## src/rtl/lm_sm_sequencer_if.sv

```systemverilog
// Decode-stage handshake between stage 1 and the LM/SM micro-op sequencer.
// master drives the instruction and pipeline controls; slave is the sequencer.
interface lm_sm_sequencer_if;
    logic [15:0] ir_in;
    logic        valid_in;
    logic        stall_in;
    logic        flush;
    logic        modify_ir;
    logic [2:0]  modify_pr2_ra;
    logic        first_multiple;
    logic        stall_fetch;
    logic [3:0]  addr_offset;
    logic        busy;
    logic        mask_empty;

    modport master (
        output ir_in, valid_in, stall_in, flush,
        input  modify_ir, modify_pr2_ra, first_multiple, stall_fetch, addr_offset, busy,
               mask_empty
    );

    modport slave (
        input  ir_in, valid_in, stall_in, flush,
        output modify_ir, modify_pr2_ra, first_multiple, stall_fetch, addr_offset, busy,
               mask_empty
    );
endinterface

```

## src/rtl/lm_sm_sequencer.sv

```systemverilog
// Expands an LM/SM instruction into one micro-op per set mask bit, lowest register first,
// stalling fetch until the last micro-op issues.
module lm_sm_sequencer #(
    parameter logic [3:0] OPC_LM = 4'b0110,
    parameter logic [3:0] OPC_SM = 4'b0111
) (
    input logic              clk,
    input logic              reset,
    lm_sm_sequencer_if.slave bus
);

    typedef enum logic [0:0] {StIdle, StBusy} state_e;

    state_e     state_q, state_d;
    logic [7:0] rem_q, rem_d;
    logic [3:0] cnt_q, cnt_d;

    logic       is_mult;
    logic [7:0] cur_mask;
    logic [7:0] cleared;
    logic       multi;
    logic [2:0] low_idx;

    assign is_mult  = bus.valid_in &
                      ((bus.ir_in[15:12] == OPC_LM) || (bus.ir_in[15:12] == OPC_SM));
    assign cur_mask = (state_q == StBusy) ? rem_q : bus.ir_in[7:0];
    assign cleared  = cur_mask & (cur_mask - 8'd1);
    // More than one bit set means this is not the last micro-op.
    assign multi    = (cleared != 8'd0);

    always_comb begin
        low_idx = 3'd0;
        for (int i = 7; i >= 0; i--) begin
            if (cur_mask[i]) low_idx = 3'(i);
        end
    end

    always_comb begin
        state_d            = state_q;
        rem_d              = rem_q;
        cnt_d              = cnt_q;
        bus.modify_ir      = 1'b0;
        bus.modify_pr2_ra  = 3'd0;
        bus.first_multiple = 1'b0;
        bus.stall_fetch    = 1'b0;
        bus.addr_offset    = 4'd0;
        bus.mask_empty     = 1'b0;
        bus.busy           = reset && (state_q == StBusy);

        unique case (state_q)
            StIdle: begin
                if (is_mult) begin
                    bus.first_multiple = 1'b1;
                    if (cur_mask != 8'd0) begin
                        bus.modify_ir     = 1'b1;
                        bus.modify_pr2_ra = low_idx;
                        bus.stall_fetch   = multi;
                        if (multi) begin
                            state_d = StBusy;
                            rem_d   = cleared;
                            cnt_d   = 4'd1;
                        end
                    end else begin
                        bus.mask_empty = 1'b1;
                    end
                end
            end
            StBusy: begin
                bus.modify_ir     = 1'b1;
                bus.modify_pr2_ra = low_idx;
                bus.addr_offset   = cnt_q;
                bus.stall_fetch   = multi;
                if (multi) begin
                    rem_d = cleared;
                    cnt_d = cnt_q + 4'd1;
                end else begin
                    state_d = StIdle;
                    rem_d   = 8'd0;
                    cnt_d   = 4'd0;
                end
            end
            default: ;
        endcase

        if (bus.stall_in) begin
            state_d = state_q;
            rem_d   = rem_q;
            cnt_d   = cnt_q;
        end

        // Flush discards the sequence; stage 2 substitutes its own NOP.
        if (bus.flush) begin
            state_d            = StIdle;
            rem_d              = 8'd0;
            cnt_d              = 4'd0;
            bus.modify_ir      = 1'b0;
            bus.first_multiple = 1'b0;
            bus.stall_fetch    = 1'b0;
            bus.mask_empty     = 1'b0;
        end

        if (!reset) begin
            bus.modify_ir      = 1'b0;
            bus.modify_pr2_ra  = 3'd0;
            bus.first_multiple = 1'b0;
            bus.stall_fetch    = 1'b0;
            bus.addr_offset    = 4'd0;
            bus.mask_empty     = 1'b0;
        end
    end

    always_ff @(posedge clk) begin
        if (!reset) begin
            state_q <= StIdle;
            rem_q   <= 8'd0;
            cnt_q   <= 4'd0;
        end else begin
            state_q <= state_d;
            rem_q   <= rem_d;
            cnt_q   <= cnt_d;
        end
    end

endmodule

```

## src/flat_wrapper.sv

```systemverilog
// flat-port wrapper written by rule: the top's interface ports become plain ports
module lm_sm_sequencer_flat 
#(
    parameter logic [3:0] OPC_LM = 4'b0110,
    parameter logic [3:0] OPC_SM = 4'b0111
)
  (clk, reset, bus_ir_in, bus_valid_in, bus_stall_in, bus_flush, bus_modify_ir, bus_modify_pr2_ra, bus_first_multiple, bus_stall_fetch, bus_addr_offset, bus_busy, bus_mask_empty);
  lm_sm_sequencer_if bus_i ();
  input logic clk;
  input logic reset;
  input wire logic [$bits(bus_i.ir_in)-1:0] bus_ir_in;
  input wire logic [$bits(bus_i.valid_in)-1:0] bus_valid_in;
  input wire logic [$bits(bus_i.stall_in)-1:0] bus_stall_in;
  input wire logic [$bits(bus_i.flush)-1:0] bus_flush;
  output wire logic [$bits(bus_i.modify_ir)-1:0] bus_modify_ir;
  output wire logic [$bits(bus_i.modify_pr2_ra)-1:0] bus_modify_pr2_ra;
  output wire logic [$bits(bus_i.first_multiple)-1:0] bus_first_multiple;
  output wire logic [$bits(bus_i.stall_fetch)-1:0] bus_stall_fetch;
  output wire logic [$bits(bus_i.addr_offset)-1:0] bus_addr_offset;
  output wire logic [$bits(bus_i.busy)-1:0] bus_busy;
  output wire logic [$bits(bus_i.mask_empty)-1:0] bus_mask_empty;
  assign bus_i.ir_in = bus_ir_in;
  assign bus_i.valid_in = bus_valid_in;
  assign bus_i.stall_in = bus_stall_in;
  assign bus_i.flush = bus_flush;
  assign bus_modify_ir = bus_i.modify_ir;
  assign bus_modify_pr2_ra = bus_i.modify_pr2_ra;
  assign bus_first_multiple = bus_i.first_multiple;
  assign bus_stall_fetch = bus_i.stall_fetch;
  assign bus_addr_offset = bus_i.addr_offset;
  assign bus_busy = bus_i.busy;
  assign bus_mask_empty = bus_i.mask_empty;
  lm_sm_sequencer #(.OPC_LM(OPC_LM), .OPC_SM(OPC_SM)) u_core (.clk(clk), .reset(reset), .bus(bus_i));
endmodule
```

## config.mk

```make
export PLATFORM = sky130hd
export DESIGN_NAME = lm_sm_sequencer_flat
export DESIGN_NICKNAME = d
export VERILOG_FILES = /design/src/rtl/lm_sm_sequencer_if.sv /design/src/rtl/lm_sm_sequencer.sv /design/src/flat_wrapper.sv
export SDC_FILE = /design/constraint.sdc
export NUM_CORES = 1
export LEC_CHECK = 0
export ABC_AREA = 1
export CORE_MARGIN = 5
export CORE_UTILIZATION = 42
export CTS_CLUSTER_SIZE = 28
export DETAILED_ROUTE_END_ITERATION = 12
export PLACE_DENSITY = 0.87
export SLEW_MARGIN = 40
export SYNTH_ARGS = -nofsm -noshare
export SYNTH_HDL_FRONTEND = slang
export SYNTH_SLANG_ARGS = --single-unit
export TNS_END_PERCENT = 100
```

## constraint.sdc

```tcl
create_clock -name clk -period 1.6 [get_ports clk]
set_input_delay 0.32 -clock clk [delete_from_list [all_inputs] [get_ports clk]]
set_output_delay 0.32 -clock clk [all_outputs]
set_load 0.005 [all_outputs]
```

==> qor.yml <==
route:
  vias: 1727
  m1WireLength_um: 2350
  drt_pass1_iterations: 5
  top_layer: "met4"
  via_per_inst: 6.00
  drt-total-wl_um: 6670
  avgRoutedWirePerCell_um: 23.2
  drc: 0
  antenna_left: 0
  drtIter0Drc: 174
  wl_met3_um: 590
  wl_met2_um: 3130
clocking:
  clkLatencyLatePin_ps: 290
  root_buffer: "clkbuf_4"
  cts.sinks: 12
  clkTransAtPathRegs_ps: 90
  cts.path.max_buffers: 2
  htree_levels: 1
  cts_tree: "done"
  cts-buffers-inserted: 3
timing:
  fin_hold_ws_ps: 517
  post-route-period-util: 1.41
  fin_ws_ps: -653
  setup_violations: 23
  clock_skew_ps: 6.79
  max_freq_ghz: 0.444
  layout_min_cycle_time_ps: 2250
  rsz0062_at_grt: "true"
  final_max_slew_viol_count: 0
  worst_slew_pin_slew_ps: 265
  setup_tns_ps: -9160
  maxSlewHeadroom: 0.823
  hold_viol_final: 0
floorplan:
  core-area_um2: 2500
  fp.dieH_um: 61.3
  initial_core_util: 0.442
  die_w_um: 61.3
  std_cell_rows: 18
  ios: 33
  die_area_um2: 3760
global_route:
  grt_start_max_net_pins: 11
  antenna_found_initial: 0
  grt_pass1_vias: 1583
  grt_pass1_wl_um: 7690
  track_usage: 0.283
  grt_overflow: 0
placed_design:
  io_buffers: 27
  hpwl_um: 2520
  gp_congestion: 0.854
  dpl_cell_area_um2: 1660
synth:
  avgSynthCellArea_um2: 6.58
  synth_compound_area_frac: 0.143
  synth_xor_area_frac: 0.0159
  synth-simple-area-share: 0.468
  synthAdderAreaFrac: 0.0113
  ys_warn_count: 0
  syn-cell-area_um2: 1100
  synth_mux_area_frac: 0
  syn-num-nets: 190
  synth_cells: 168
  synth_top_family_by_area: "simple AND/OR/NAND/NOR gates"
  ys_ff_latch: 12
  ys_seq_area_frac: 0.217
  synth_cell_types: 30
job:
  drv_cap: 0
setup_path:
  cp_max_fo: 4
  worstSetupPathType: "reg -> out"
  start_kind: "flop"
  worstPathArrival_ps: 1930
  cp.required_ps: 1280
  end_kind: "primary output"
power:
  p_leak_nw: 0.998
  power.density_nw_per_um2: 386
  ir_drop_mv: 0.700
cells_and_area:
  ff_latch_area_um2: 244
  drive_gt1_frac: 0.647
  final_cell_area_um2: 2260
  final_util: 0.904
  fin_nets: 281
  antenna_cells: 0
  fill_cells: 88
  area_delta_synth_final_pct: 105
  multiInputGateArea_um2: 1040
status:
  violations: "negative setup slack"
  status: "finished, violations left"
worst_hold_path:
  min_path_type: "reg -> reg"
synthesized netlist by cell type:
cell	number	area share
buf_2	1	0.0045
inv_2	1	0.0034
xor2_1	1	0.0079
nand2_4	4	0.041
nor2_1	14	0.048
clkinv_1	1	0.0034
nor3_1	3	0.014
nand3_1	9	0.041
nor2_4	1	0.010
a21oi_2	10	0.079
xnor2_1	1	0.0079
a2111oi_0	1	0.0079
nand2_1	43	0.15
and2_1	1	0.0057
dfxtp_1	12	0.22
nor4_1	1	0.0057
buf_6	1	0.010
o21ai_0	2	0.0091
and3_1	1	0.0057
nor2_2	2	0.011
inv_1	28	0.095
a21oi_4	1	0.015
nand3b_1	4	0.027
a21oi_1	7	0.032
nand2_2	4	0.023
ha_1	1	0.011
nand3_2	10	0.091
buf_12	1	0.018
buf_4	1	0.0068
clkbuf_1	1	0.0034
registers in the layout (all words and copies together), names as in the netlist:
register / count
u_core.cnt_q: 4
u_core.rem_q: 7
u_core.state_q: 1
cells by family after synthesis:
group                    after synthesis
AND/OR/NAND/NOR                       97
buffers and inverters                 35
AO/OA/AOI/OAI                         21
flip-flops                            12
XOR/XNOR                               2
adder cells (fa/ha/maj)                1
cell type report:
cell class	instances	share of cell area
tap	30	0.0166
multi-input combinational	122	0.460
sequential	12	0.108
clock buffer	4	0.0160
timing repair buffer	90	0.345
inverter	30	0.0548
timing repair:
item | in CTS | in global routing
pin swaps | 27 | 21
hold buffers | 0 | 0
gates cloned | 1 | 0
setup buffers | 21 | 11
setup endpoints to repair | 24 | 24
gates resized for setup | 120 | 42
critical path: stages, from the launching register on:
cell and delay (ps):
dfxtp_4 410, buf_6 160, nand2_4 60, nand2_4 90, buf_6 110, nand2_2 50
nor2_1 120, nand2_1 80, nand2_1 90, nand2_1 90, clkinv_2 80, nand2_4 50
and2_4 130, buf_6 110
cell usage in the layout, fill, tap and decap left out, types with 3 or more instances in the layout:
cell type and instances:
a21oi_1 3, a21oi_2 13, buf_12 4, buf_2 11, buf_4 48, buf_6 12
clkbuf_4 3, clkdlybuf4s50_1 6, dfxtp_1 11, dlygate4sd2_1 5, inv_1 24, inv_2 3
nand2_1 14, nand2_2 18, nand2_4 17, nand2_8 3, nand3_1 7, nand3_2 9
nand3_4 3, nand3b_1 4, nor2_1 8, nor2_2 4, nor2_4 5
final timing paths:
kind                                                    from                      endpoint  slack (ps)  cells after the start
worst max register to register   u_core.state_q$_SDFFE_PP0N_  u_core.cnt_q[3]$_SDFFE_PP0P_        -520                     16
worst min-delay path            u_core.rem_q[7]$_SDFFE_PP0P_  u_core.rem_q[7]$_SDFFE_PP0P_         520                      2
worst max-delay path             u_core.state_q$_SDFFE_PP0N_               bus_stall_fetch        -650                     13
worst min register to register  u_core.rem_q[7]$_SDFFE_PP0P_  u_core.rem_q[7]$_SDFFE_PP0P_         520                      2
routing by layer:
layer  vias up  track usage
met5         -            0
met4         0        0.136
met3        68       0.0587
met2       144        0.503
met1       804        0.319
li1        711            -
stage by stage:
step	setup WS [ps]	cells	power, W
floorplan	-43.3	168	0.000395
global placement	-939	255	0.000486
detailed placement	-968	255	0.000492
CTS	-524	280	0.000793
global route	-695	288	0.000900
finish	-653	288	0.000872
where the power goes:
group          switching, W  internal, W
combinational      0.000170     0.000144
clock              0.000119     0.000139
sequential       0.00000189     0.000298
total              0.000291     0.000581
(Power assumes the default switching activity.)
==> RTL edit, RTL diff (config.mk and constraints unchanged) <==
Make the reset (`reset`) asynchronous in one clocked block.
--- a/src/rtl/lm_sm_sequencer.sv
+++ b/src/rtl/lm_sm_sequencer.sv
@@ -110,5 +110,5 @@
     end
 
-    always_ff @(posedge clk) begin
+    always_ff @(posedge clk or negedge reset) begin
         if (!reset) begin
             state_q <= StIdle;
Function: same outputs for any inputs over 10 cycles, from zero or initial values and one cycle with reset low; that may be too few to reach the edited logic, so the function may still have changed.
==> RTL edit against the unedited design <==
Sequential cell count unchanged. Wire length up 1.3%. The run still ends with negative setup slack left. Synthesized area up 4.2%. Setup slack worse by 0.069 ns. Largest cell class unchanged. Clock skew up 0.010 ns. Cell area up 9.8%. Register-to-register slack worse by 0.13 ns. Via count up 4.1%. Utilization up 2.0 points.
Power is not compared: it rests on default switching activity, and its combinational part moved more than twofold at a synthesized area within 25%.
==> RTL edit: results (changes against the unedited design) <==
drt-total-wl_um: 6760  # +1.3%
worstReg2RegEnd: "u_core.rem_q[4]$_DFFE_PN0P_"
post-place-ws_ns: -0.928  # +0.0397 ns
setup_viol: 24  # +4.3%
postSynthCellCount: 183  # +8.9%
placed_area_um2: 1750  # +5.3%
max-slew-margin-rel_pct: 68.4  # -14 points
violations: "negative setup slack"
dp_hpwl_um: 2710  # +7.5%
cp_slowest_cell: "dfrtp_2"
r2r_slack_ns: -0.65  # -0.13 ns
slowest_delay_ns: 0.45  # +0.04 ns
async_flop_share_pct: 100  # +100 points
min_path_type: "input port to async pin"
multi_input_gates: 139  # +14%
ys_types: 25  # -17%
layout_setup_ws_ns: -0.722  # -0.0691 ns
synth_nets: 205  # +7.9%
clockRootBuffer: "clkbuf_4"
ys.flop_type: "dfrtp_1"
grt_pass1_vias: 1804  # +14%
ys_seq_area_share_pct: 26.1  # +4.3 points
status: "complete, but fails checks"
routabilityCongestion: 0.877  # +2.7%
hold_ws_ns: 0.331  # -0.186 ns
antennaDiodeCount: 0  # unchanged
htreeDepth: 1  # unchanged
dp.cells: 276  # +8.2%
netSwitchingFraction_pct: 39.8
buf_share_pct: 36.4  # +2.0 points
grt_usage_pct: 27.6  # -0.69 points
seq_cells: 12  # unchanged
via_per_inst: 5.69  # -5.2%
grt_max_degree: 13  # +2
crit_start: "u_core.state_q$_DFFE_PN0N_"
peakVddDrop_mv: 0.666
core_area_um2: 2690  # +7.5%
grt_pass1_wl_um: 8680  # +13%
fin_setup_tns_ns: -13.75  # -4.58 ns
min_period_ns: 2.32  # +0.0691 ns
nNetsFinal: 308  # +9.6%
fin_cells: 316  # +9.7%
nonClockBufferCount: 103  # +14%
arrival_ns: 2.00  # +0.07 ns
multi_input_area_um2: 1090  # +4.8%
drt_pass1_iterations: 5  # unchanged
seq-cell-share_pct: 12.1  # +1.4 points
yosys-top-cells-count: "nand2_1 (60), inv_1 (23), nor2_1 (21), nand3_1 (14), dfrtp_1 (12)"
worstPathMaxFanout: 5  # +1
clkCellAreaFrac_pct: 1.46  # -0.14 points
clk_path_buf_depth: 2  # unchanged
n_fill_cell: 96  # +9.1%
cp-endpoint: "bus_stall_fetch"
synth.area.top_cells: "dfrtp_1 (26%), nand2_1 (20%), inv_1 (7.5%)"
inverters: 27  # -10%
drive_above_1_share_pct: 66.3  # +1.6 points
drt_iter0_drc: 225  # +29%
ff2ff_path_depth: 16  # unchanged
seq_area_um2: 302  # +24%
clock_skew_ns: 0.0170  # +0.0102 ns
[RTL edit: layer usage]
layer	vias to the layer above	share of wire, %	track usage (%)
li1	768	-	-
met1	841	34	29.0
met2	133	49	49.5
met3	55	8.2	6.85
met4	0	8.3	15.4
met5	-	0	0
[RTL edit: logic make-up (layout without fill, tap and decap cells)]
family          Yosys count  count (layout)  synth area share, %
compound gates           10              10                 5.33
buf+inv                  33             134                 13.5
xor+xnor                  2               2                 1.52
fa+ha+maj                 1               1                 1.09
simple gates            125             126                 52.5
flops                    12              12                 26.1
[RTL edit: power by group through the flow]
stage | registers [mW] | logic [mW] | clock network (mW)
global placement | 0.356 | 0.388 | 0
global route | 0.365 | 0.749 | 0.278
detailed placement | 0.358 | 0.402 | 0
finish | 0.363 | 0.711 | 0.260
CTS | 0.356 | 0.509 | 0.250
floorplan | 0.354 | 0.214 | 0
[RTL edit: repair_timing]
action	CTS	global route
endpoints found under the setup margin	24	24
setup buffers	23	20
pin swaps	35	27
gates cloned	0	1
resized for setup	112	67
hold buffers	0	0
